[src/rtl/fetch_unit_pkg.sv]
// fetch_unit_pkg
//   Shared definitions for the instruction-fetch front end.
//   - SEL_PC_* : next-PC source encodings emitted by the control unit.
//   - fetch_state_e : fetch FSM states (IDLE, REQ, WAIT, HOLD).
//   - WORD_ALIGN_MASK : clears the byte-offset bits of a PC.
package fetch_unit_pkg;

  localparam int SEL_PC_WIDTH = 3;

  localparam logic [SEL_PC_WIDTH-1:0] SEL_PC_NONE   = 3'd0;
  localparam logic [SEL_PC_WIDTH-1:0] SEL_PC_ADD4   = 3'd1;
  localparam logic [SEL_PC_WIDTH-1:0] SEL_PC_JUMP   = 3'd2;
  localparam logic [SEL_PC_WIDTH-1:0] SEL_PC_BRANCH = 3'd3;

  localparam logic [31:0] WORD_ALIGN_MASK = 32'hFFFF_FFFC;

  typedef enum logic [1:0] {
    FETCH_IDLE = 2'd0,
    FETCH_REQ  = 2'd1,
    FETCH_WAIT = 2'd2,
    FETCH_HOLD = 2'd3
  } fetch_state_e;

endpackage

[src/rtl/fetch_unit_next_pc_gen.sv]
// next_pc_gen
//   Combinational next-PC selection for the fetch unit.
//   Ports:
//     in_hold     - fetch FSM is in HOLD (the only state that may advance)
//     flush       - redirect request; overrides every other source
//     flush_pc    - redirect target
//     pc          - current architectural PC
//     fetch_stall - control stall; blocks advancing
//     pc_sel      - next-PC source from control
//     br_taken    - branch outcome, qualifies SEL_PC_BRANCH
//     next_pc     - jump/branch target from control
//     advance     - HOLD may load target and start the next fetch
//     target      - word-aligned value to load into the PC
module next_pc_gen
  import fetch_unit_pkg::*;
(
  input  logic                    in_hold,
  input  logic                    flush,
  input  logic [31:0]             flush_pc,
  input  logic [31:0]             pc,
  input  logic                    fetch_stall,
  input  logic [SEL_PC_WIDTH-1:0] pc_sel,
  input  logic                    br_taken,
  input  logic [31:0]             next_pc,
  output logic                    advance,
  output logic [31:0]             target
);

  logic [31:0] pc_plus4;
  logic [31:0] sel_pc;
  logic        sel_hold;

  // 32-bit add wraps naturally, so 0xFFFF_FFFC + 4 becomes 0.
  assign pc_plus4 = pc + 32'd4;

  // Unknown encodings behave like NONE: the held instruction stays put.
  always_comb begin
    sel_hold = 1'b0;
    sel_pc   = pc_plus4;
    case (pc_sel)
      SEL_PC_NONE:   sel_hold = 1'b1;
      SEL_PC_ADD4:   sel_pc   = pc_plus4;
      SEL_PC_JUMP:   sel_pc   = next_pc;
      SEL_PC_BRANCH: sel_pc   = br_taken ? next_pc : pc_plus4;
      default:       sel_hold = 1'b1;
    endcase
  end

  always_comb begin
    advance = in_hold && !flush && !fetch_stall && !sel_hold;
    target  = (flush ? flush_pc : sel_pc) & WORD_ALIGN_MASK;
  end

endmodule

[src/rtl/fetch_unit.sv]
// fetch_unit
//   Instruction-fetch front end. Owns the PC, issues one outstanding word
//   request at a time on a req/gnt/rvalid memory port and holds the fetched
//   instruction for the datapath until control steers the next fetch.
//   Ports:
//     clk, rst        - clock; synchronous active-low reset
//     fetch_stall_i   - control stall, blocks PC advance in HOLD
//     pc_sel_i        - next-PC source (SEL_PC_*)
//     br_taken_i      - branch outcome for SEL_PC_BRANCH
//     next_pc_i       - jump/branch target
//     flush_i         - redirect request, highest priority
//     flush_pc_i      - redirect target
//     imem_req_o      - request valid (state REQ)
//     imem_addr_o     - word address (always the current PC)
//     imem_gnt_i      - request accepted
//     imem_rvalid_i   - response valid
//     imem_rdata_i    - response instruction word
//     pc_o, ir_o      - held instruction and its PC
//     ir_valid_o      - ir_o/pc_o valid
module fetch_unit
  import fetch_unit_pkg::*;
#(
  parameter logic [31:0] RESET_PC = 32'h0000_0000,
  parameter logic [31:0] NOP_INSN = 32'h0000_0013
) (
  input  logic                    clk,
  input  logic                    rst,
  input  logic                    fetch_stall_i,
  input  logic [SEL_PC_WIDTH-1:0] pc_sel_i,
  input  logic                    br_taken_i,
  input  logic [31:0]             next_pc_i,
  input  logic                    flush_i,
  input  logic [31:0]             flush_pc_i,
  output logic                    imem_req_o,
  output logic [31:0]             imem_addr_o,
  input  logic                    imem_gnt_i,
  input  logic                    imem_rvalid_i,
  input  logic [31:0]             imem_rdata_i,
  output logic [31:0]             pc_o,
  output logic [31:0]             ir_o,
  output logic                    ir_valid_o
);

  fetch_state_e state_q, state_n;
  logic [31:0]  pc_q, pc_n;
  logic [31:0]  ir_q, ir_n;
  logic         ir_valid_q, ir_valid_n;
  // kill_q marks the outstanding response as stale after a flush.
  logic         kill_q, kill_n;

  logic         advance;
  logic [31:0]  target;

  next_pc_gen u_next_pc_gen (
    .in_hold     (state_q == FETCH_HOLD),
    .flush       (flush_i),
    .flush_pc    (flush_pc_i),
    .pc          (pc_q),
    .fetch_stall (fetch_stall_i),
    .pc_sel      (pc_sel_i),
    .br_taken    (br_taken_i),
    .next_pc     (next_pc_i),
    .advance     (advance),
    .target      (target)
  );

  always_ff @(posedge clk) begin
    if (!rst) begin
      state_q    <= FETCH_IDLE;
      pc_q       <= RESET_PC & WORD_ALIGN_MASK;
      ir_q       <= NOP_INSN;
      ir_valid_q <= 1'b0;
      kill_q     <= 1'b0;
    end else begin
      state_q    <= state_n;
      pc_q       <= pc_n;
      ir_q       <= ir_n;
      ir_valid_q <= ir_valid_n;
      kill_q     <= kill_n;
    end
  end

  // A flush or a HOLD advance loads the PC and invalidates the held word;
  // the state-specific part only decides where the FSM goes and whether the
  // in-flight response must be dropped.
  always_comb begin
    state_n    = state_q;
    pc_n       = pc_q;
    ir_n       = ir_q;
    ir_valid_n = ir_valid_q;
    kill_n     = kill_q;

    if (flush_i || advance) begin
      pc_n       = target;
      ir_valid_n = 1'b0;
    end

    case (state_q)
      FETCH_IDLE: state_n = FETCH_REQ;

      FETCH_REQ: begin
        if (imem_gnt_i) begin
          state_n = FETCH_WAIT;
          kill_n  = flush_i;
        end
      end

      FETCH_WAIT: begin
        if (imem_rvalid_i) begin
          kill_n = 1'b0;
          if (flush_i || kill_q) begin
            state_n = FETCH_REQ;
          end else begin
            state_n    = FETCH_HOLD;
            ir_n       = imem_rdata_i;
            ir_valid_n = 1'b1;
          end
        end else if (flush_i) begin
          kill_n = 1'b1;
        end
      end

      FETCH_HOLD: begin
        if (flush_i || advance) state_n = FETCH_REQ;
      end

      default: state_n = FETCH_IDLE;
    endcase
  end

  always_comb begin
    imem_req_o  = (state_q == FETCH_REQ);
    imem_addr_o = pc_q;
    pc_o        = pc_q;
    ir_valid_o  = ir_valid_q;
    ir_o        = ir_valid_q ? ir_q : NOP_INSN;
  end

endmodule

[config.mk]
export PLATFORM = sky130hd
export DESIGN_NAME = fetch_unit
export DESIGN_NICKNAME = d
export VERILOG_FILES = /design/src/rtl/fetch_unit_pkg.sv /design/src/rtl/fetch_unit_next_pc_gen.sv /design/src/rtl/fetch_unit.sv
export SDC_FILE = /design/constraint.sdc
export NUM_CORES = 1
export LEC_CHECK = 0
export BUFFER_PORTS_ARGS = -buffer_cell sky130_fd_sc_hd__buf_2
export CORE_MARGIN = 2
export CORE_UTILIZATION = 25
export DETAILED_ROUTE_END_ITERATION = 10
export PLACE_DENSITY = 0.49
export RECOVER_POWER = 50
export SLEW_MARGIN = 30
export SYNTH_ARGS = -nofsm -noshare
export SYNTH_HDL_FRONTEND = slang
export SYNTH_SLANG_ARGS = --single-unit
[constraint.sdc]
create_clock -name clk -period 4.1 [get_ports clk]
set_input_delay 0.41 -clock clk [delete_from_list [all_inputs] [get_ports clk]]
set_output_delay 0.41 -clock clk [all_outputs]
set_load 0.02 [all_outputs]
==> summary.txt <==
# setup viols final: 0
CP cell instances: ha_1 > nor2b_1 > nand2_1 > nor2_2 > a21oi_1 > a41o_1
I/O Buffers: 195
number of synthesized register bits: 66
clk root buf: clkbuf_16
Ports: 204
first-pass GRT wire length: 22,720 µm
Mean Syn Cell Area: 7.653 µm²
Total GRT Usage: 0.1607
Via density: 4.804
Resize count post-CTS: 0
top cell type's share of synthesized area: 0.3089
setup bufs post-CTS: 0
Die Y-Extent: 134.8 µm
Die Span X: 134.8 µm
hold buffer count at CTS: 0
row cnt: 47
CTS tree: built
largest area contributor in the netlist: dfxtp_1
unrepaired setup endpoints after global routing: no
Post-synth top flop: dfxtp_1
DR WL/cell: 16.04 µm
crit path launch: state_q[0]
H-tree depth: 3
Reg-to-Reg End: imem_addr_o[25]
EDFF count, synth: 0
number of global-route vias before repair: 4,190
final wirelength: 14,890 µm
gpl congestion: 0.7784
DRC viols: 0
top post-synthesis cells by area: dfxtp_1 (31%), nand2_1 (8.0%), buf_4 (6.0%)
CP Data Required Time: 4.33 ns
crit path max-delay cell type: nor2_2
Hold Crit Depth: 3
Clock Skew: 0.008008 ns
max cap viols: 0
total negative slack: 0 ns
DRT Pass-1 Iters: 4
Core Box Area: 16,640 µm²
crit path to: imem_addr_o[25]
clock-pin slew on the worst setup and hold paths: 0.06 ns
DR vias: 4,458
Worst slew margin: 0.3307
Pleak: 2.128 nW
sequential area share after synthesis: 0.3089
outcome: finished clean
Overflow after GRT: 0
total power draw: 1.757 mW
DIE AREA: 18,170 µm²
Min-Delay Path Class: primary input to flip-flop
YS warnings: 0
number of buffers created by CTS: 9
reg-to-reg startpoint: state_q[0]
initial core utilization: 0.2570
Clock Path Buffers: 2
Clk Latency, worst-skew pair: 0.34 ns
Max Fclk: 427.4 MHz
Detailed Route Iter0 Violations: 210
maximum VDD drop: 0.1849 mV
placed cell area: 5159 µm²
Net count, final: 816
HPWL after DPL: 10,650 µm
initial antenna violation count: 0
CP arrival: 2.57 ns
Slowest Stage Delay on Critical Path: 0.59 ns
nature of the critical path endpoint: flip-flop
Final min period: 2.340 ns
Slew Viols, Final: 0
FF-to-FF path depth: 6
worst-margin pin slew: 1.003 ns
maximum fanout along the worst path: 15
Final Cell Area: 5343 µm²
# clock sinks: 66
Async SR Flop Fraction: 0
layout cells sized above 1: 0.2203
cell area power density: 328.9 nW/µm²
Ant. Diodes: 0
area grow syn2layout: 24.89%
count of cell types in the netlist: 69
final hold viol count: 0
commonest non-fill, non-tap cell in the layout: buf_2
synthesized instance count: 559
Tcrit/Tclk final: 0.5706
Mapped Area: 4278 µm²
flop2flop setup slack: 1.76 ns
startpoint types: flip-flop
most frequent cells in the layout: buf_2 (120), nand2_1 (90), clkbuf_1 (75)
Worst Setup Path Type: flip-flop to flip-flop
Final ANT Viol Nets: 0
largest net degree at the start of global routing: 50
[synthesized netlist by cell type, types with 5 or more instances]
cell type   n
clkbuf_1   29
nand2b_1    9
nor2_1     36
nand2_1    91
buf_4      34
a211oi_1    7
a21oi_1    19
inv_1       6
o21ai_0    37
ha_1        5
and4_1      5
and3_1      7
nand4_1    11
dfxtp_1    66
nand3_1    24
and2_1     32
a22oi_1     5
a21boi_0   29
nor3_1     12
clkbuf_8    5
o31ai_1     6
xor2_1      8
[worst max-delay path: cells and delay by family, from the launching register on]
kind                       cells  cell delay (ns)
DFF                            1             0.41
and+or+nand+nor                3             1.24
adders and majority gates      1             0.24
AOI/OAI and AO/OA              2             0.35
[flip-flops by register name, summed over array words and instances (netlist names)]
register	cells
ir_q	32
imem_addr_o	30
state_q	2
ir_valid_o	1
kill_q	1
[per-layer routing]
layer  global-route usage  part of all wire
met1               0.2104              0.47
met2               0.2609              0.45
met3              0.03979             0.073
met4              0.04912             0.010
met5                    0                 0
[cell type report]
type                       count  area, µm²
clock buffer                  12      266.5
clock inverter                 2      12.51
fill                        1826      11300
inverter                       6      22.52
multi-input combinational    421       2517
sequential                    66       1321
tap                          220      275.3
timing repair buffer         201      927.1
[where the power goes]
part | leakage, nW | internal (mW) | switching [mW]
clock | 0.137 | 0.450 | 0.277
combinational | 1.45 | 0.116 | 0.189
sequential | 0.539 | 0.673 | 0.0524
total | 2.13 | 1.24 | 0.518
[how the worst min path moves through the flow]
stage,start,endpoint
after global routing,imem_rdata_i[1],ir_q[1]
after CTS,imem_rdata_i[1],ir_q[1]
after floorplan,ir_q[0],ir_q[0]
final,imem_rdata_i[1],ir_q[1]
after detailed placement,ir_q[1],ir_q[1]
after global placement,ir_q[4],ir_q[4]
[through the flow]
| stage | instances | setup WS, ns | utilization | hold WS (ns) |
|---|---|---|---|---|
| floorplan | 562 | 2.113 | - | 0.4316 |
| global placement | 914 | 1.753 | 0.3098 | 0.4451 |
| detailed placement | 914 | 1.747 | 0.3100 | 0.4536 |
| CTS | 928 | 1.710 | 0.3267 | 0.2786 |
| global route | 928 | 1.551 | 0.3210 | 0.2944 |
| finish | 928 | 1.760 | 0.3210 | 0.2938 |
[cell families (layout without fill, tap and decap cells)]
group           after synthesis  after routing  share of synthesized area
compound gates              146            146                     0.2343
xor+xnor                      8              8                    0.01638
fa+ha+maj                     5              5                    0.01462
buf+inv                      75            221                     0.1073
flops                        66             66                     0.3089
mux                           4              4                   0.009652
other cells                   1              4                  0.0008766
simple gates                254            254                     0.3080
Power figures use the tool's default switching activity.
